<file path="config.mk">
export PLATFORM = sky130hd
export DESIGN_NAME = ring_rr_arbiter
export DESIGN_NICKNAME = d
export VERILOG_FILES = /design/src/rtl/ring_rr_arbiter.sv
export SDC_FILE = /design/constraint.sdc
export NUM_CORES = 1
export LEC_CHECK = 0
export CAP_MARGIN = 20
export CELL_PAD_IN_SITES_DETAIL_PLACEMENT = 1
export CELL_PAD_IN_SITES_GLOBAL_PLACEMENT = 2
export CORE_ASPECT_RATIO = 1.25
export CORE_UTILIZATION = 34
export CTS_CLUSTER_DIAMETER = 200
export DETAILED_ROUTE_END_ITERATION = 10
export PLACE_DENSITY_LB_ADDON = 0.1
export REMOVE_ABC_BUFFERS = 1
export SYNTH_ARGS = -nofsm -noshare
export SYNTH_HDL_FRONTEND = slang
export SYNTH_SLANG_ARGS = --single-unit
</file>
<file path="constraint.sdc">
create_clock -name clock -period 3.59 [get_ports clock]
set_input_delay 1.077 -clock clock [delete_from_list [all_inputs] [get_ports clock]]
set_output_delay 1.077 -clock clock [all_outputs]
set_load 0.01 [all_outputs]
</file>
<file path="src/rtl/ring_rr_arbiter.sv">
// Round-robin arbiter with a one-hot rotating priority ring, bounded grant hold and pointer preset.
// state | meaning
// IDLE  | no grant; arbitrate on the next edge if any req is set
// GRANT | one requester owns the resource until release or hold limit
module ring_rr_arbiter #(
  parameter int N        = 4,
  parameter int MAX_HOLD = 8,
  parameter int HOLD_W   = 4
) (
  input  logic         clock,
  input  logic         reset,
  input  logic         mod,
  input  logic         load,
  input  logic [N-1:0] data,
  input  logic [N-1:0] req,
  output logic [N-1:0] grant,
  output logic         busy,
  output logic [N-1:0] ptr,
  output logic         timeout,
  output logic         load_err
);

  localparam int IDX_W = (N > 1) ? $clog2(N) : 1;
  localparam logic [N-1:0] ONE = {{(N-1){1'b0}}, 1'b1};

  typedef enum logic {IDLE, GRANT} state_t;

  state_t              state_q, state_d;
  logic [N-1:0]        grant_q, grant_d;
  logic [N-1:0]        ptr_q, ptr_d;
  logic [HOLD_W-1:0]   hold_q, hold_d;
  logic                timeout_q, timeout_d;
  logic                load_err_q, load_err_d;

  logic [IDX_W-1:0]    ptr_idx;
  logic [IDX_W-1:0]    cand;
  logic [IDX_W-1:0]    win_idx;
  logic                found;
  logic                data_ok;
  logic                req_g;
  logic [N-1:0]        grant_rot;

  // Walk the ring from the pointer in the mod direction; first set req wins.
  always_comb begin
    ptr_idx = '0;
    for (int i = 0; i < N; i++) begin
      if (ptr_q[i]) ptr_idx = IDX_W'(i);
    end
    cand    = '0;
    win_idx = '0;
    found   = 1'b0;
    for (int k = 0; k < N; k++) begin
      if (mod) cand = IDX_W'((int'(ptr_idx) + k) % N);
      else     cand = IDX_W'((int'(ptr_idx) + N - k) % N);
      if (!found && req[cand]) begin
        win_idx = cand;
        found   = 1'b1;
      end
    end
  end

  always_comb begin
    data_ok   = (data != '0) && ((data & (data - ONE)) == '0);
    req_g     = |(req & grant_q);
    grant_rot = mod ? {grant_q[N-2:0], grant_q[N-1]} : {grant_q[0], grant_q[N-1:1]};
  end

  always_comb begin
    state_d    = state_q;
    grant_d    = grant_q;
    ptr_d      = ptr_q;
    hold_d     = hold_q;
    timeout_d  = 1'b0;
    load_err_d = 1'b0;

    if (load) begin
      if (data_ok) ptr_d = data;
      else         load_err_d = 1'b1;
    end

    case (state_q)
      IDLE: begin
        if (found) begin
          grant_d = ONE << win_idx;
          hold_d  = HOLD_W'(MAX_HOLD - 1);
          state_d = GRANT;
        end
      end
      GRANT: begin
        // hold_q counts down the remaining grant cycles; zero means the limit is reached
        if (!req_g || hold_q == '0) begin
          grant_d   = '0;
          hold_d    = '0;
          state_d   = IDLE;
          ptr_d     = grant_rot;
          timeout_d = req_g;
        end else begin
          hold_d = hold_q - HOLD_W'(1);
        end
      end
      default: begin
        state_d = IDLE;
        grant_d = '0;
        hold_d  = '0;
      end
    endcase
  end

  always_ff @(posedge clock or negedge reset) begin
    if (!reset) begin
      state_q    <= IDLE;
      grant_q    <= '0;
      ptr_q      <= ONE;
      hold_q     <= '0;
      timeout_q  <= 1'b0;
      load_err_q <= 1'b0;
    end else begin
      state_q    <= state_d;
      grant_q    <= grant_d;
      ptr_q      <= ptr_d;
      hold_q     <= hold_d;
      timeout_q  <= timeout_d;
      load_err_q <= load_err_d;
    end
  end

  assign grant    = grant_q;
  assign busy     = (state_q == GRANT);
  assign ptr      = ptr_q;
  assign timeout  = timeout_q;
  assign load_err = load_err_q;

endmodule

</file>
* Word-level counts from Yosys, hierarchy flattened
Index checks and enable logic that the tools add are counted.
Storage, ports and cells: flip-flop bits (word level) 15, bits of input ports 12, output and inout bits 11, word-level logic and storage cells 80
Cells by class: add/subtract/negate cells 9, magnitude comparators 4, eq/ne operators 2, shift-type cells 1, muxes and demuxes 41, bitwise logic cells 3, reduce and logical (&&, ||, !) cells 14
Operators with widths (count):
- two-way mux 4 bit | 9
- two-way mux 2 bit | 10
- one-hot mux 4 bit (2 select lines) | 2
- two-way mux 1 bit | 15
- < comparator 2 x 3 -> 1 bit, second input constant | 4
- bitwise AND 4 bit | 2
- binary-select mux 1 bit (select 2 bit) | 4
- zero test 4 bit | 2
- subtractor 4 x 1 -> 4 bit, second input constant | 2
- subtractor 2 bit, second input constant | 3
- adder 2 x 1 -> 2 bit, second input constant | 2
- adder 2 bit, second input constant | 2
- logical AND 1 bit | 4
- zero test 1 bit | 4
- nonzero test 4 bit | 1
- OR reduction 4 bit | 1
- << shifter 1 x 2 -> 4 bit, first input constant | 1
- inequality test 2 x 1 -> 1 bit, second input constant | 1
- inequality test 2 bit, second input constant | 1
- one-hot mux 1 bit (2 select lines) | 1
- AND reduction 2 bit | 1
- logical OR 1 bit | 1
- inverter 1 bit | 1

* Depth between registers and ports, before layout
Gate-level depths: netlist (run 1).
word-level depth 20, depth in mapped cells 8, depth with buffers taken out 7

* Worst setup path before layout (run 1)
Ideal clock, no wire load.
path kind input-to-reg, from input port req[3], to register grant_q[0], in the netlist grant[0], arrival 2325 ps, path slack 1133 ps, stages on the path 5, buffers on the path 1, path through buf_6 -> or4_4 -> a211oi_4 -> or2_1 -> o31ai_1
On the way: cells in the longest elaborated chain, start to end 15
Ends and longest elaborated chain:
- start, declared | line 15 | input logic [N-1:0] req,
- binary-select mux 1 bit (select 2 bit) | line 55 | if (!found && req[cand]) begin
- two-way mux 1 bit (not written as such) | line 55
- two-way mux 1 bit | line 55
- zero test 1 bit | line 55
- logical AND 1 bit | line 55
- two-way mux 1 bit | line 55
- zero test 1 bit | line 55
- logical AND 1 bit | line 55
- two-way mux 1 bit | line 55
- zero test 1 bit | line 55
- logical AND 1 bit | line 55
- two-way mux 2 bit | line 55
- << shifter 1 x 2 -> 4 bit | line 84 | grant_d = ONE << win_idx;
- two-way mux 4 bit | line 83 | if (found) begin
- one-hot mux 4 bit (2 select lines) | line 81 | case (state_q)
- end signal, assigned | line 119 | grant_q <= grant_d;
- end, declared | line 29 | logic [N-1:0] grant_q, grant_d;
Parallel ways exist; a longest one is shown, timed or not. The select of a mux whose other input is x is not followed. A chain may end at the register's enable or synchronous reset.

* Worst setup path in the final report (run 1)
from input port mod, to register grant_q[0], in the netlist grant[0]
On the way: cells in the longest elaborated chain, start to end 16
Ends and longest elaborated chain:
- start, declared | line 12 | input logic mod,
- two-way mux 2 bit | line 53 | if (mod) cand = IDX_W'((int'(ptr_idx) + k) % N);
- binary-select mux 1 bit (select 2 bit) | line 55
- two-way mux 1 bit (not written as such) | line 55
- two-way mux 1 bit | line 55
- zero test 1 bit | line 55
- logical AND 1 bit | line 55
- two-way mux 1 bit | line 55
- zero test 1 bit | line 55
- logical AND 1 bit | line 55
- two-way mux 1 bit | line 55
- zero test 1 bit | line 55
- logical AND 1 bit | line 55
- two-way mux 2 bit | line 55
- << shifter 1 x 2 -> 4 bit | line 84
- two-way mux 4 bit | line 83
- one-hot mux 4 bit (2 select lines) | line 81
Parallel ways exist; a longest one is shown, timed or not. The select of a mux whose other input is x is not followed.

==> metrics list, run 1 <==
- The run finished, with violations left.
* Failing checks: design-rule violations
* Top post-synthesis cells by area: dfrtp_1, mux2i_1, a21oi_1, a21o_1, nor2b_1
- Max clock buf depth: 2
- Number of rows in the core area: 24
- After detailed routing, the number of remaining DRC violations is 2.
* Relative area change from synthesis to final layout: 17.8%
- Number of unique standard cell types used by synthesis: 58
- Cell-by-cell listing of the critical path: clkdlybuf4s50_1, nand2b_1, a21oi_1, o32ai_1, o2111ai_1, o31ai_1
- Element type at the critical path start: primary input
- The synthesized design contains 15 register bits.
* Wirelength, routed: 3.44 mm
- Library cell used as clock root buffer: clkbuf_8
- Buffers inserted to repair hold after CTS numbered 0.
- Before antenna repair, the detailed router went through 9 iterations.
* Die Width: 57.3 um
* Proportion of netlist area held by the largest area contributor: 0.269
- RSZ-0062 raised after global routing: no
* Placement Cell Area: ~1500 um2
- Counting every sink on the clock net gives 15.
* Synth async-reset ratio: 1.00
- In the final layout, the share of cells above drive strength 1 is 0.123.
- In the final design database the tool counted 170 nets.
- Among all stages on the critical path, the largest delay is contributed by clkdlybuf4s50_1.
- Input and output buffers added on the ports amount to 22.
* Highest-count cells in the layout ignoring fill and taps: clkdlybuf4s50_1, dfrtp_1, a21oi_1
- Of the total synthesized cell area, the portion taken by AND, OR, NAND and NOR gates is 0.186.
* Antenna Violating Nets Remaining: 0
* Fillcell total: 423
* Combined area of all synthesized cells: 1300 um2
- Required time of the critical path: 3.73 ns
- Flip-flop cell with the highest count after synthesis: dfrtp_1
- Hold Fails Final Rpt: 0
- Across the VDD grid, the largest voltage drop is 0.407 mV.
- Of the available clock period, the critical path in the final layout requires 0.811.
* Overall via count from detail_route: 1145
- Number of primary I/O pins: 23
- Maximum fanout along the worst path: 16
* Worst Path Buf+Inv: 1
- Least-Margin Pin Slew: 0.696 ns
- Adding up every negative setup slack in the final design gives 0 ns.
- Clock-pin slew was measured on the worst setup and hold paths at 0.06 ns.
* Vertical extent of the die: between 70 and 80 um
- Highest cell delay on the worst timing path: 0.78 ns
- Buffer count from post-CTS setup fixing: 0
* Synth Instances: 140
* LEAKAGE: 0.634 nW
* Critical path's top delay family: compound AO/OA/AOI/OAI gates
* Clock latency at the later pin of the worst-skew pair: approximately 0.25 ns
- Cts bufs inserted: 3
* Kind of capture point of the worst setup path: flop
* Max_cap viols: 0
- The total overflow left after global routing is 0.
* Post-layout min period: 2.91 ns
- CP arrival: 3.05 ns
- Yosys Warn Count: 0
- In this run the standard cell core region covers 3570 um2.
- Summed over all nets, the half-perimeter wirelength after detailed placement is 2.44 mm.
- The number of antenna diodes in the final layout is 0.
- Total power divided by cell area: between 700 and 800 nW/um2
- The congestion estimate from routability-driven global placement came to 0.754.
* Most common cell after layout, fill and taps aside: clkdlybuf4s50_1
- Clock skew after layout: 0.000407 ns
- Setup violations remaining at the end of the flow were counted as 0.
- Post-cts repair resize count: 0
* Xor/xnor cell area share of the yosys netlist: 0.0135
* Vias in the first global route: 1166
* Wire length of the first global-routing pass: 5.71 mm
* Clock tree from TritonCTS: yes
* Largest net degree at the start of global routing: 22
- Post-synthesis adder-cell area fraction: 0.0192
* Die area: 4080 um2
- Headroom to the max-slew limit: 0.534
- In this run, the number of DRC markers left after iteration 0 of detailed routing was 13.
- In this run the worst hold path is classified as flop to flop.
* Max-slew violation count: 0
- Post-detailed-route wirelength per cell: between 15 and 20 um
* Fraction of the mapped netlist area in compound gates: 0.344
- Maximum operating frequency: 344 MHz
- For this run, the register share of the synthesized area comes to 0.289.
- Final standard cell area without fillers: 1530 um2
* Combinational family with the most area after synthesis: compound AO/OA/AOI/OAI gates
- The initial antenna violation count is 0.
- Using the TritonRoute via totals, the vias-per-cell ratio works out to roughly 6.
- CTS built an H-tree with a depth of 1.
* Count of flip-flops with a built-in enable after synthesis: 0
- Critical path class: primary input to flop
* Post-synthesis average cell area: ~9.3 um2
* Total global-route track usage: 0.179
- Initial core utilization: 0.364
- Measured against the total synthesized area, the mux share comes to 0.0615.
- The biggest area contributor in the post-synthesis netlist is dfrtp_1.
-- state kept, by name, summed over array words and instances (netlist names) --
signal / flops
timeout: 1
grant: 4
ptr: 4
hold_q: 4
busy: 1
load_err: 1
-- logic make-up (layout without fill, tap and decap cells) --
family	after synthesis	count (layout)
AND/OR/NAND/NOR	40	40
XOR/XNOR	2	2
flip-flops	15	15
adder cells (fa/ha/maj)	2	2
multiplexers	8	8
AO/OA/AOI/OAI	55	55
buffers and inverters	18	33
-- worst reg2reg max path: stages, from the launching register on --
cell and delay, ns:
dfrtp_1 0.74, o21bai_2 0.27, a21bo_1 0.24, and3_4 0.17, o311ai_1 0.43, o31ai_1 0.15
-- area by class of cell --
cell class,instances,area [um2],area share
Sequential cell,15,377,0.246
Tap cell,39,48.8,0.0318
Clock buffer,4,45.0,0.0294
Inverter,6,22.5,0.0147
Multi-Input combinational cell,107,812,0.530
Timing Repair Buffer,23,228,0.149
-- metrics by stage --
step / power [mW] / cells / hold slack [ns] / util / worst slack, ns
final: 1.21 / 194 / 0.550 / 0.429 / 0.680
after global routing: 1.30 / 194 / 0.583 / 0.429 / 0.427
after CTS: 1.22 / 194 / 0.552 / 0.429 / 0.674
after detailed placement: 1.07 / 190 / 0.540 / 0.416 / 0.446
after global placement: 1.05 / 190 / 0.538 / 0.416 / 0.506
after floorplan: 0.824 / 128 / 0.503 / - / 1.24
-- path summary, 6_finish.rpt --
| kind | from | to | slack (ns) | cells after the start |
|---|---|---|---|---|
| min in group asynchronous | reset | hold_q[1] | 1.25 | 1 |
| setup reg to reg | ptr[3] | grant[0] | 1.45 | 5 |
| setup / recovery | mod | grant[0] | 0.68 | 6 |
| max in group asynchronous | reset | ptr[1] | 1.90 | 1 |
| hold / removal | hold_q[3] | timeout | 0.55 | 3 |
| hold reg to reg | hold_q[3] | timeout | 0.55 | 3 |
-- cell usage after synthesis (all sizes together), types with 2 or more instances --
cell type   n
buf        11
ha          2
nor2b       6
nand3b      2
and2        2
o21ai       4
mux2i       8
a21oi       9
o211ai      3
o211a       2
a21o        6
o2111ai     2
o31ai       4
a21bo       2
nand2b      5
nor3b       3
inv         6
nand2       8
nor3        2
dfrtp      14
or2         2
a22oi       2
nor2        5
o311ai      2
xnor2       2
a31o        3
a211oi      7
-- metal layers --
metal	vias up	global-route usage	wire [um]
met3	4	0.0128	71
met4	0	0.0488	32
met5	-	0	0
met1	571	0.233	1590
li1	555	-	-
met2	15	0.315	1750
-- power breakdown --
group / switching (mW) / internal, mW / total (mW) / leakage (nW)
clock: 0.0589 / 0.0786 / 0.137 / 0.0228
combinational: 0.336 / 0.347 / 0.682 / 0.425
sequential: 0.149 / 0.238 / 0.387 / 0.187
total: 0.543 / 0.663 / 1.21 / 0.634
Power figures use the tool's default switching activity.
==> run 2, diff against run 1 <==
--- a/config.mk
+++ b/config.mk
@@ -9,7 +9,7 @@
 export CELL_PAD_IN_SITES_DETAIL_PLACEMENT = 1
 export CELL_PAD_IN_SITES_GLOBAL_PLACEMENT = 2
 export CORE_ASPECT_RATIO = 1.25
-export CORE_UTILIZATION = 34
+export CORE_UTILIZATION = 32
 export CTS_CLUSTER_DIAMETER = 200
 export DETAILED_ROUTE_END_ITERATION = 10
 export PLACE_DENSITY_LB_ADDON = 0.1
==> constraint.sdc (replaced) <==
create_clock -name clock -period 2.7 [get_ports clock]
set_input_delay 0.81 -clock clock [delete_from_list [all_inputs] [get_ports clock]]
set_output_delay 0.81 -clock clock [all_outputs]
set_load 0.01 [all_outputs]
==> run 2 against run 1 <==
Effect of this change:
- hold slack improved by 0.0033 ns
- critical endpoint unchanged
- routed wire length grew 4.9%
- non-clock buffer count increased by 20
- the run now ends clean
==> metrics list, run 2 (synthesis gave the netlist of run 1 again) <==
- The run finished with clean final reports.
* H-tree depth reported by CTS: 1
* Headroom to the max-slew limit: 0.515
* Worst hold-check path type: flop to flop
* Die area: ~4300 um2
* CP endpoint: grant[0]
- The endpoint identified for the worst register-to-register timing path is hold_q[0].
* Total overflow reported by the global router: 0
- Data on the critical path is required at its endpoint by 2.86 ns.
- Placement Cell Area: ~1700 um2
- Fillcell total: 452
- Most common cell after layout, fill and taps aside: clkdlybuf4s50_1
- Largest net degree at the start of global routing: 17
- The wire-length estimate of the detail-placed layout is 2.79 mm.
- CP arrival: 2.61 ns
- Maximum fanout along the worst path: 9
- The critical path is of the primary input to flop type.
- With fillers left out, the area of the finished cells amounts to between 1500 and 2000 um2.
- The worst setup path is launched from a primary input.
- Number of rows in the core area: 25
- The setup check on the worst reg-to-reg path leaves a slack of 0.57 ns.
- Vertical extent of the die: 73.3 um
- Initial core utilization: 0.338
* Kind of capture point of the worst setup path: flop
- Max_cap viols: 0
* Metal2 WL: 1.93 mm
- The number of setup buffers added after CTS is 0.
- The worst-case IR drop observed on VDD is 0.374 mV.
* Initial DRC Count: 35
- Path depth of the worst reg2reg path: 6
- Antenna cell count: 0
- Setup repair after global routing left no endpoint under its margin.
- For this block, the via count after detailed routing is 1230.
* Clock slew at reported path FFs: 0.06 ns
* Relative area change from synthesis to final layout: 30.8%
* Register cell area after layout: 377 um2
* Top routing layer in use: met4
- Setup violation total in the final timing report: 0
- For this design, the CTS-stage hold fixing added 0 buffers.
- The root buffer cell chosen for the clock tree is clkbuf_8.
* Wire length of the first global-routing pass: 6.13 mm
* Total Negative Setup Slacks: 0 ns
- Setup slack after layout: 0.244 ns
* Post-detailed-route wirelength per cell: approximately 16 um
- In the routed layout, each cell is associated on average with a via count of roughly 5.4.
- The congestion estimate from routability-driven global placement came to about 0.75.
- Hold Fails Final Rpt: 0
- The worst path in the final design needs a cycle of between 2 and 2.5 ns, including I/O delays and setup.
- The worst register-to-register path begins at ptr[3].
- TritonCTS built the clock tree.
- Vias in the first global route: 1299
* Wirelength, routed: 3.61 mm
- The clock passes through at most 2 buffers.
- Total length of routed met3 wires: 82 um
* Clock sink count: 15
* Clock skew after layout: just over 0.005 ns
- In the final layout, the share of cells above drive strength 1 is 0.223.
- The final layout contains 190 nets.
- Max-slew violation count: 0
* Area of the placeable core: a little under 4000 um2
- The analysis attributes to cell leakage a power of 0.730 nW.
- Total Power Consumption: 1.72 mW
- The multi-input combinational cells in the finished layout cover a total of 812 um2.
- Total power divided by cell area: a little over 1000 nW/um2
- Total global-route track usage: 0.189
- Antenna violations before repair: 0
* Remaining DRCs: 0
- Once detail routing completed, the nets flagged for antenna violations numbered 0.
- The clock reaches the later pin of the worst-skew pair after around 0.25 ns.
* Number of iterations in the first detailed-routing pass: 4
- The library cells used most frequently in the layout, excluding fill and tap cells, are clkdlybuf4s50_1, buf_4, dfrtp_1.
* Setup WS pre-CTS: -0.00798 ns
- Number of primary I/O pins: 23
* Wire length the detailed router placed on met1: 1.54 mm
- Least-Margin Pin Slew: 0.724 ns
- Based on the critical path, the design can be clocked at up to 407 MHz.
- Gates resized during post-CTS repair numbered 0.
- Measured along the x axis, the die boundary spans 59.0 um.
- Dividing the final minimum period by the clock period gives 0.910.
* Buffers on Ports: 22
- Critical path origin: req[1]
* Cts bufs inserted: 3
==> run 2: cell count changes in the layout (fill, tap and decap cells not counted), sizes merged <==
cell,previous run,this run
buf,1,21
==> run 2: layout make-up <==
cell class | count | area share
multi-input combinational | 107 | 0.477
timing repair buffer | 43 | 0.222
sequential | 15 | 0.221
tap | 54 | 0.0397
clock buffer | 4 | 0.0265
inverter | 6 | 0.0132
==> run 2: power breakdown <==
group / total (mW) / switching (mW) / internal [mW]
clock: 0.188 / 0.0829 / 0.105
sequential: 0.472 / 0.155 / 0.317
combinational: 1.06 / 0.503 / 0.558
total: 1.72 / 0.741 / 0.980
==> run 2: how the worst min path moves through the flow <==
stage	end	slack, ns	startpoint	cells past startpoint
2_1_floorplan	hold_q[0]	0.50	hold_q[0]	1
3_3_place_gp	timeout	0.55	hold_q[3]	3
3_5_place_dp	timeout	0.55	hold_q[3]	3
4_1_cts	timeout	0.56	hold_q[3]	3
5_1_grt	hold_q[0]	0.59	hold_q[0]	1
6_report	timeout	0.55	hold_q[3]	3
==> run 2: per-layer routing <==
| layer | GRT usage | vias to the layer above |
|---|---|---|
| met2 | 0.345 | 18 |
| met4 | 0.0714 | 0 |
| met1 | 0.223 | 612 |
| met5 | 0 | - |
| li1 | - | 595 |
| met3 | 0.0194 | 5 |
==> run 2: metrics by stage <==
stage	hold slack [ns]	utilization	instances
finish	0.553	0.442	229
global route	0.590	0.442	229
CTS	0.563	0.442	229
detailed placement	0.547	0.431	225
global placement	0.547	0.431	225
floorplan	0.503	-	128
==> run 2: worst max-delay path, cell delays in order <==
cell and delay [ns]:
clkdlybuf4s50_1 0.63, nor2b_1 0.10, a211oi_2 0.20, buf_4 0.16, a211oi_4 0.03, buf_4 0.18
or2_1 0.24, o31ai_1 0.26
==> run 3, diff against run 2 <==
--- a/config.mk
+++ b/config.mk
@@ -5,11 +5,12 @@
 export SDC_FILE = /design/constraint.sdc
 export NUM_CORES = 1
 export LEC_CHECK = 0
+export ABC_AREA = 1
 export CAP_MARGIN = 20
 export CELL_PAD_IN_SITES_DETAIL_PLACEMENT = 1
 export CELL_PAD_IN_SITES_GLOBAL_PLACEMENT = 2
 export CORE_ASPECT_RATIO = 1.25
-export CORE_UTILIZATION = 32
+export CORE_UTILIZATION = 27
 export CTS_CLUSTER_DIAMETER = 200
 export DETAILED_ROUTE_END_ITERATION = 10
 export PLACE_DENSITY_LB_ADDON = 0.1
==> run 3 against run 2 <==
Effect of this change:
- sequential power decreased by 16%
- final area down 11%
- area after synthesis is 9.2% lower
- utilization shrank 7.7 points
- routed wire length decreased by 4.8%
- register-to-register slack better by 0.40 ns
- sequential cell count unchanged
- clock skew decreased by 0.0026 ns
- maximum frequency grew 9.8%
- largest cell class unchanged
==> metrics list, run 3 <==
- The flow ran to the end, and the final reports show no timing, DRC or antenna violations.
- FF+latch count, synth: 15
- In this run the core area contains 26 standard-cell rows.
- The repair_antennas step left the layout with diodes totalling 0.
* Final Wtd Congestion: 0.790
- TritonCTS built the clock tree.
- Synth Instances: 183
- Post-cts repair resize count: 0
- The path with the worst hold slack has its endpoint at grant[0].
- Hold Fails Final Rpt: 0
- CP arrival: 2.40 ns
- The clock reaches the later pin of the worst-skew pair after ~0.25 ns.
- The largest single stage delay on the critical path is 0.52 ns.
- Startpoint of the most critical register-to-register path: ptr[3]
- The most critical setup path has its startpoint at req[3].
- Ranking of synthesized cells by instance count: nand2_1, inv_1, nand3_1
- Vias in the first global route: approximately 1.3k
- For met1 alone, demand over resource in global routing was 0.202.
- Clock skew on the completed layout was measured at 0.00244 ns.
- Cts hold-fix bufs: 0
- Synthesis instantiated 23 different standard cells from the library.
* Synth async-reset ratio: 1.00
- Die Width: approximately 60 um
- The count of buffers added on input and output ports is 22.
- Cell with the most instances after synthesis: nand2_1
- Clock-pin slew was measured on the worst setup and hold paths at 0.06 ns.
- Worst hold-check path type: flop to flop
- Of the available clock period, the critical path in the final layout requires 0.828.
* Post-layout min period: 2.24 ns
* Flip-flop cell with the highest count after synthesis: dfrtp_1
* Critical path class: primary input to flop
- Antenna Violating Nets Remaining: 0
- Antenna violations before repair: 0
- Of the synthesized area, sequential elements account for 0.319.
- The share of synthesized area in the top cell type comes to 0.297.
* Top post-synthesis cells by area: dfrtp_1, nand2_1, inv_1, nand3_1, o21ai_0
- In this run the number of H-tree levels came out at 1.
- Setup repair after global routing left no endpoint under its margin.
- From synthesis to final layout, the design area changed by 27.8%.
* Post-detailed-route wirelength per cell: 13.0 um
* Number of primary I/O pins: 23
* Post-layout nets: 223
* Path depth of the worst reg2reg path: 11
* Post-synthesis average cell area: 6.45 um2
- Average vias per placed instance: 4.67
- Leading area contributor after synthesis: dfrtp_1
- Max-slew violation count: 0
- Fraction of layout cells with a size suffix above 1: 0.111
- Summed over all layers, the routed wires come to 3.43 mm.
- Least-Margin Pin Slew: 0.688 ns
- Based on the critical path, the design can be clocked at up to 447 MHz.
- Clock sink count: 15
- Vertical extent of the die: roughly 76 um
- Largest net degree at the start of global routing: 16
* Max_cap viols: 0
- CTS placed an instance of clkbuf_8 at the clock tree root.
- Headroom to the max-slew limit came out at 0.540.
- For this run, the total global-route usage over all layers was measured as 0.167.
- Destination of the worst register-to-register timing path: grant[2]
- Overall via count from detail_route: 1232
- Maximum fanout along the worst path: 8
- Initial core utilization: 0.286
- In this run the most critical hold path is launched from grant[0].
- GRT met2 Usage: 0.301
- Initial DRC Count: 42
- Count of flip-flops with a built-in enable after synthesis: 0
* Total power divided by cell area: 1100 nW/um2
- The synthesized netlist occupies a cell area of 1180 um2.
* Most common cell after layout, fill and taps aside: nand2_1
* Final Instance Count excl. Fillers: between 200 and 300
* Setup violation total in the final timing report: 0
- The worst hold path was traced through 2 stages.
- Global routing finished with a remaining overflow of 0.
* Number of iterations in the first detailed-routing pass: 4
- Cts bufs inserted: 3
- STA classifies the critical path startpoint as a primary input.
- Cell-by-cell listing of the critical path: clkdlybuf4s50_1, inv_1, o21ai_0, o21ai_1, inv_1, nor2_4, inv_2, o21ai_0, o22ai_1
- Setup slack, reg-to-reg: 0.97 ns
- Counting the fill cells in the layout gives 560.
- The floorplan step defined a die boundary enclosing between 4000 and 5000 um2.
* Area of the placeable core: 4130 um2
- Remaining DRCs: 0
* Number of cells after detailed placement: 260
* Total Negative Setup Slacks: 0 ns
- Max clock buf depth: 2
- Max stage delay cell, worst path: clkdlybuf4s50_1
- The HPWL after detailed placement is 2.87 mm.
* Required time of the critical path: 2.87 ns
- After global routing, the most crowded layer is met2.
- Wire length of the first global-routing pass: around 6 mm
* Worst vdd rail ir drop: slightly above 0.4 mV
* LEAKAGE: 0.776 nW
- STA classifies the critical path endpoint as a flop.
* Buffer count from post-CTS setup fixing: 0
* Yosys Warn Count: 0
* Met3 capacity usage during global routing: 0.0102
* Highest-count cells in the layout ignoring fill and taps: nand2_1, inv_1, clkdlybuf4s50_1
-- run 3: cell types whose count changed in the layout (fill, tap and decap cells not counted), sizes merged, moves of 7 or more --
cell,previous run,this run
nand3,1,17
mux2i,8,0
nor2,5,21
inv,6,26
a211oi,7,0
buf,21,1
o21ai,4,16
a21oi,9,2
nand2,8,68
-- run 3: layout make-up --
type,count,area (um2),area share
Inverter,26,97.6,0.0647
Sequential cell,15,377,0.250
Tap cell,56,70.1,0.0464
Clock buffer,3,41.3,0.0274
Clock inverter,1,5.00,0.00332
Multi-Input combinational cell,140,691,0.458
Timing Repair Buffer,23,228,0.151
-- run 3: worst max path at each step --
stage,endpoint,slack [ns],depth (start not counted)
after detailed placement,ptr[1],0.21,9
after global routing,ptr[1],0.24,9
after global placement,ptr[0],0.28,9
after floorplan,ptr[1],0.97,8
after CTS,ptr[1],0.45,9
final,ptr[1],0.46,9
-- run 3: where the power goes --
part	switching (mW)	total, mW	internal (mW)
Clock	0.0779	0.180	0.102
Sequential	0.0836	0.397	0.313
Combinational	0.690	1.08	0.394
-- run 3: through the flow --
| step | hold WS, ns | setup slack [ns] | utilization | instance area [um2] | total power [mW] |
|---|---|---|---|---|---|
| floorplan | 0.514 | 0.970 | - | 1160 | 1.15 |
| global route | 0.591 | 0.236 | 0.365 | 1510 | 1.84 |
| CTS | 0.551 | 0.446 | 0.365 | 1510 | 1.69 |
| global placement | 0.523 | 0.282 | 0.354 | 1460 | 1.47 |
| detailed placement | 0.535 | 0.207 | 0.354 | 1460 | 1.50 |
| finish | 0.537 | 0.464 | 0.365 | 1510 | 1.66 |
-- run 3: critical path: cells and delay by family --
family                 cells  cell delay [ns]
buffers and inverters      4             0.89
AOI/OAI and AO/OA          4             0.64
and+or+nand+nor            1             0.07
-- run 3: kinds of logic after synthesis --
family / count (synthesis) / share of synthesized area
adder cells (fa/ha/maj): 2 / 0.0212
AO/OA/AOI/OAI: 25 / 0.115
flip-flops: 15 / 0.319
buffers and inverters: 28 / 0.0964
AND/OR/NAND/NOR: 112 / 0.441
XOR/XNOR: 1 / 0.00742
-- run 3: metal layers --
metal,up-vias,part of all wire
met5,-,0
met4,0,0.013
met3,4,0.017
met2,14,0.55
met1,578,0.42
li1,636,-
